==> src/rtl/apb_master.sv <==
// rtl/apb_master.sv - single-outstanding APB requester bridging a valid/ready command port onto APB.
// Optional ACCESS wait-state timeout enabled by defining APB_MASTER_TIMEOUT_EN.
module apb_master #(
  parameter int ADDR_W  = 32,
  parameter int DATA_W  = 32,
  parameter int TIMEOUT = 16
) (
  input  logic              PCLK,
  input  logic              PRESET,
  input  logic              cmd_valid,
  output logic              cmd_ready,
  input  logic              cmd_write,
  input  logic [ADDR_W-1:0] cmd_addr,
  input  logic [DATA_W-1:0] cmd_wdata,
  output logic              rsp_valid,
  output logic [DATA_W-1:0] rsp_rdata,
  output logic              rsp_err,
  output logic              PSEL,
  output logic              PENABLE,
  output logic              PWRITE,
  output logic [ADDR_W-1:0] PADDR,
  output logic [DATA_W-1:0] PWDATA,
  input  logic [DATA_W-1:0] PRDATA,
  input  logic              PREADY,
  input  logic              PSLVERR
);

  // Encoding chosen so PSEL and PENABLE are single state bits, never decoded.
  typedef enum logic [1:0] {
    IDLE   = 2'b00,
    SETUP  = 2'b01,
    ACCESS = 2'b11
  } state_t;

  state_t state;
  state_t state_nxt;
  logic   accept;
  logic   done;
  logic   timeout_hit;

`ifdef APB_MASTER_TIMEOUT_EN
  localparam int CNT_W = $clog2(TIMEOUT + 1);

  logic [CNT_W-1:0] wait_cnt;

  // Abort on the TIMEOUT-th consecutive wait edge unless PREADY arrives.
  assign timeout_hit = (state == ACCESS) && !PREADY &&
                       (wait_cnt == CNT_W'(TIMEOUT - 1));

  always_ff @(posedge PCLK or posedge PRESET) begin
    if (PRESET) begin
      wait_cnt <= '0;
    end else if (state == SETUP) begin
      wait_cnt <= '0;
    end else if ((state == ACCESS) && !PREADY && !timeout_hit) begin
      wait_cnt <= wait_cnt + CNT_W'(1);
    end
  end
`else
  // No timeout build: the abort term is a constant false.
  assign timeout_hit = (TIMEOUT < 0);
`endif

  always_ff @(posedge PCLK or posedge PRESET) begin
    if (PRESET) begin
      state <= IDLE;
    end else begin
      state <= state_nxt;
    end
  end

  always_comb begin
    state_nxt = state;
    PSEL      = state[0];
    PENABLE   = state[1];
    cmd_ready = (state == IDLE) && !PRESET;
    accept    = 1'b0;
    done      = 1'b0;
    case (state)
      IDLE: begin
        accept = cmd_valid && cmd_ready;
        if (accept) begin
          state_nxt = SETUP;
        end
      end
      SETUP: begin
        state_nxt = ACCESS;
      end
      ACCESS: begin
        if (PREADY || timeout_hit) begin
          done      = 1'b1;
          state_nxt = IDLE;
        end
      end
      default: begin
        state_nxt = IDLE;
      end
    endcase
  end

  always_ff @(posedge PCLK or posedge PRESET) begin
    if (PRESET) begin
      PWRITE <= 1'b0;
      PADDR  <= '0;
      PWDATA <= '0;
    end else if (accept) begin
      PWRITE <= cmd_write;
      PADDR  <= cmd_addr;
      PWDATA <= cmd_wdata;
    end
  end

  // PREADY wins over a same-edge timeout; an abort returns zero data with error.
  always_ff @(posedge PCLK or posedge PRESET) begin
    if (PRESET) begin
      rsp_valid <= 1'b0;
      rsp_rdata <= '0;
      rsp_err   <= 1'b0;
    end else begin
      rsp_valid <= done;
      if (done) begin
        rsp_err   <= PREADY ? PSLVERR : 1'b1;
        rsp_rdata <= (PREADY && !PWRITE) ? PRDATA : '0;
      end
    end
  end

endmodule

==> config.mk <==
export PLATFORM = sky130hd
export DESIGN_NAME = apb_master
export DESIGN_NICKNAME = d
export VERILOG_FILES = /design/src/rtl/apb_master.sv
export SDC_FILE = /design/constraint.sdc
export NUM_CORES = 1
export LEC_CHECK = 0
export ABC_AREA = 1
export CAP_MARGIN = 40
export CORE_AREA = 8 8 111 113
export DETAILED_ROUTE_END_ITERATION = 12
export DIE_AREA = 0 0 119 121
export HOLD_SLACK_MARGIN = 0.05
export PLACE_DENSITY = 0.81
export RECOVER_POWER = 25
export SLEW_MARGIN = 10
export SYNTH_ARGS = -nofsm -noshare
export SYNTH_HDL_FRONTEND = slang
export SYNTH_SLANG_ARGS = --single-unit
==> constraint.sdc <==
create_clock -name PCLK -period 2.36 [get_ports PCLK]
set_input_delay 0.236 -clock PCLK [delete_from_list [all_inputs] [get_ports PCLK]]
set_output_delay 0.236 -clock PCLK [all_outputs]
set_load 0.03 [all_outputs]
Yosys cells after proc, flatten, opt, wreduce, memory -nomap -nowiden
Cells that the tools add are included.
{"block": "totals", "register_bits": 101, "out_inout_bits": 102}
{"block": "op_classes", "n_eq_ne": 4, "muxes": 8, "n_reduce_logical": 7}
{"operator": "two-way mux 32 bit", "n": 1}
{"operator": "one-hot mux 2 bit (3 select lines)", "n": 1}
{"operator": "two-way mux 1 bit", "n": 4}
{"operator": "two-way mux 2 bit", "n": 2}
{"operator": "logical AND 1 bit", "n": 3}
{"operator": "== test 2 x 1 -> 1 bit, second input constant", "n": 1}
{"operator": "== test 2 bit, second input constant", "n": 1}
{"operator": "zero test 1 bit", "n": 2}
{"operator": "zero test 2 bit", "n": 1}
{"operator": "inequality test 2 x 1 -> 1 bit, second input constant", "n": 1}
{"operator": "inequality test 2 bit, second input constant", "n": 1}
{"operator": "AND reduction 2 bit", "n": 1}

Depth between registers and ports, before layout
{"block": "depth", "word_depth": 5, "mapped_depth": 6}

Least setup slack after synthesis
OpenSTA, ideal clock, no wires.
{"block": "synth_timing", "path_kind": "input port to flip-flop", "from": "input PRESET", "to": "register PADDR[16]", "setup_time_ns": 0.074, "arrival_ns": 2.166, "required_ns": 2.286, "slack_ns": 0.120, "stages": 5, "path_cell_list": "inv_1 buf_2 buf_2 nand4_1 nand2_1"}
{"block": "synth_via", "elab_chain_len": 4}
{"element": "start, declared", "line_no": "9", "source": "input logic PRESET,"}
{"element": "zero test 1 bit (no source line)"}
{"element": "logical AND 1 bit", "line_no": "76", "source": "cmd_ready = (state == IDLE) && !PRESET;"}
{"element": "logical AND 1 bit", "line_no": "81", "source": "accept = cmd_valid && cmd_ready;"}
{"element": "two-way mux 1 bit", "line_no": "79", "source": "case (state)"}
{"element": "end signal, assigned", "line_no": "108", "source": "PADDR <= cmd_addr;"}
{"element": "end, declared", "line_no": "21", "source": "output logic [ADDR_W-1:0] PADDR,"}
Every way passes these cells.
A chain may end at the register's enable or synchronous reset.

Worst setup path in the final report
{"block": "layout_timing", "from": "register state[0]", "to": "output cmd_ready"}
{"block": "layout_via", "elab_chain_len": 2}
{"element": "start, declared", "line_no": "35", "source": "state_t state;"}
{"element": "start signal, assigned", "line_no": "68", "source": "state <= state_nxt;"}
{"element": "zero test 2 bit", "line_no": "76"}
{"element": "logical AND 1 bit", "line_no": "76"}
{"element": "end, declared", "line_no": "11", "source": "output logic cmd_ready,"}
Every way passes these cells.

==> impl_metrics.tcl <==
set metrics [dict create \
    h-tree-depth 3 \
    cts_sinks 101 \
    wirelength_um 13000 \
    arrival_ns 1.74 \
    grt_max_degree 64 \
    ios 204 \
    combPwrFrac_pct 53.4 \
    p_sw_uw 4030 \
    hold_viol_final 0 \
    final_nets 736 \
    yosysWarnings 0 \
    drv_cap 0 \
    drive_gt1_share_pct 5.17 \
    cellPowerDensity_mw_per_mm2 1430 \
    finalCritPeriodShare_pct 83.6 \
    cts_made_buffers 9 \
    ant_nets 0 \
    synth_fp_nets 547 \
    avgRoutedWirePerCell_um 16.7 \
    drc_errors 0 \
    cts_hold_buf 0 \
    clk_transition_reported_paths_ns 0.09 \
    critical_path_class "register to output port" \
    required_ns 2.12 \
    hpwl_um 9580 \
    cts_tree "yes" \
    start_kind "register" \
    coreArea_mm2 0.0106 \
    rows 38 \
    p_clk_share_pct 14.3 \
    p_total_uw 9220 \
    drt_first_pass_iters 4 \
    syn-instance-count 445 \
    slowest_stage "clkdlybuf4s50_1" \
    post_cts_resized 0 \
    rsz0062_at_grt "no" \
    cts_setup_buffers 0 \
    worstPathMaxFanout 5 \
    yosysSeqAreaShare_pct 61.5 \
    fp.dieArea_mm2 0.0144 \
    grt_usage_pct 17.5 \
    place_congestion 0.776 \
    holdCritPathClass "input port to register" \
    setup_viol 0 \
    cts.path.max_buffers 2 \
    fmax_ghz 0.507 \
    seq_power_share_pct 32.3 \
    intPower_uw 5190 \
    crit_buf_inv 1 \
    area_delta_synth_final_pct 57.0 \
    vias 3859 \
    viasPerCell 4.96 \
    period_minus_slack_ns 1.97 \
    worst_skew_pair.late_latency_ns 0.35 \
    swShare_pct 43.7 \
    critPathMaxStageDelay_ns 0.70 \
    worst_slew_pin_slew_ns 0.905 \
    syn_area_per_cell_um2 9.24 \
    timing.slew.headroom_pct 39.6 \
    p_leak_uw 0.00309 \
    ys_ff_latch 101 \
    crit_path_end_kind "output port" \
    overflow 0 \
    tns_ns 0 \
    drt_iter0_drc 285 \
    clock_skew_ns 0.0103 \
    die_y_um 121 \
    num_antenna_cells 0 \
    ys_types 14 \
    root_buffer "clkbuf_8" \
    status "finished, final reports clean" \
    start_util_pct 38.8 \
    chipWidth_um 119 \
    grt_pass1_wl_um 20500 \
    maxSlewViolCount 0 \
    cpLargestDelayFamily "buffers and inverters" \
    port_buffers 203 \
    grt_antenna_before_repair 0 \
    timing.hold.ws_ns 0.187 \
    crit_chain "nor3_1 > clkdlybuf4s50_1" \
    grt_pass1_vias 3878 \
    vdd_ir_drop_max_v 0.000671 \
    synthesis.area_mm2 0.00411 \
]
==> power by group through the flow <==
stage / Combinational, µW / Sequential, µW / Clock, µW
final: 4920 / 2980 / 1310
after global routing: 5240 / 3070 / 1420
after CTS: 4990 / 2980 / 1360
after detailed placement: 4980 / 3000 / 0
after global placement: 4900 / 2960 / 0
after floorplan: 1200 / 4570 / 0
==> stage by stage <==
step / area (µm²) / worst slack, ns / util (%) / std cells
final: 6460 / 0.388 / 60.9 / 778
after global routing: 6460 / 0.287 / 60.9 / 778
after CTS: 6460 / 0.343 / 60.9 / 778
after detailed placement: 6210 / 0.512 / 58.6 / 763
after global placement: 6210 / 0.497 / 58.6 / 763
after floorplan: 4110 / 0.120 / - / 445
==> cell usage in the layout, fill, tap and decap left out <==
master | netlist | routed
clkbuf_2 | 0 | 2
clkinv_2 | 0 | 1
buf_12 | 0 | 1
nor2_4 | 1 | 2
dlygate4sd3_1 | 0 | 1
clkdlybuf4s50_1 | 0 | 201
buf_2 | 18 | 1
inv_2 | 1 | 1
nand3_2 | 0 | 1
nand2_1 | 201 | 201
nor3_1 | 1 | 1
nand4_1 | 65 | 65
inv_6 | 0 | 1
dfrtp_1 | 101 | 101
buf_4 | 7 | 9
nand3_1 | 33 | 32
inv_1 | 4 | 3
bufinv_16 | 0 | 3
clkbuf_8 | 0 | 11
==> worst min-delay path: stages <==
cell and delay [ns]:
buf_2 0.13, nand4_1 0.09, nand2_1 0.05
==> layout make-up <==
class	count	area (µm²)
Tap cell	140	175
Timing Repair Buffer	215	2120
Sequential cell	101	2530
Clock inverter	4	95.1
Multi-Input combinational cell	302	1360
Clock buffer	11	151
Inverter	5	23.8
Fill cell	877	4150
==> Yosys cell counts <==
cell type	instances	area (µm²)
nor2_4	1	11.3
nand2_1	201	754
inv_1	4	15.0
buf_6	4	45.0
dfrtp_1	101	2530
nand4_1	65	407
clkbuf_1	6	22.5
buf_4	7	52.6
nand3_1	33	165
inv_2	1	3.75
nor3_1	1	5.00
buf_2	18	90.1
nor2_2	1	6.26
buf_1	2	7.51
==> logic make-up after synthesis <==
| kind of cell | count (synthesis) | share of synthesized area (%) |
|---|---|---|
| and+or+nand+nor | 302 | 32.8 |
| DFF | 101 | 61.5 |
| buffers and inverters | 42 | 5.75 |
==> per-layer routing <==
metal,up-vias,wire length [µm],GRT usage (%)
li1,1846,-,-
met1,1836,5390,20.7
met2,165,6310,29.0
met3,12,1120,6.28
met4,0,153,6.09
met5,-,0,0
==> sequential cells by signal, indices dropped and copies added, names as in the netlist <==
signal,flops
rsp_valid,1
PWRITE,1
PADDR,32
PWDATA,32
state,2
rsp_err,1
rsp_rdata,32
==> worst paths after layout <==
path	start	to	slack, ns	cells after the start
worst max-delay path	state[0]	cmd_ready	0.39	2
worst min-delay path	cmd_valid	PWRITE	0.19	3
worst max register to register	state[0]	PADDR[25]	0.80	5
worst min register to register	PWDATA[4]	PWDATA[4]	0.48	2
max in group asynchronous	PRESET	PADDR[2]	0.81	4
min in group asynchronous	PRESET	PADDR[24]	0.31	2
Note: power is estimated with default switching activity, not from simulation.
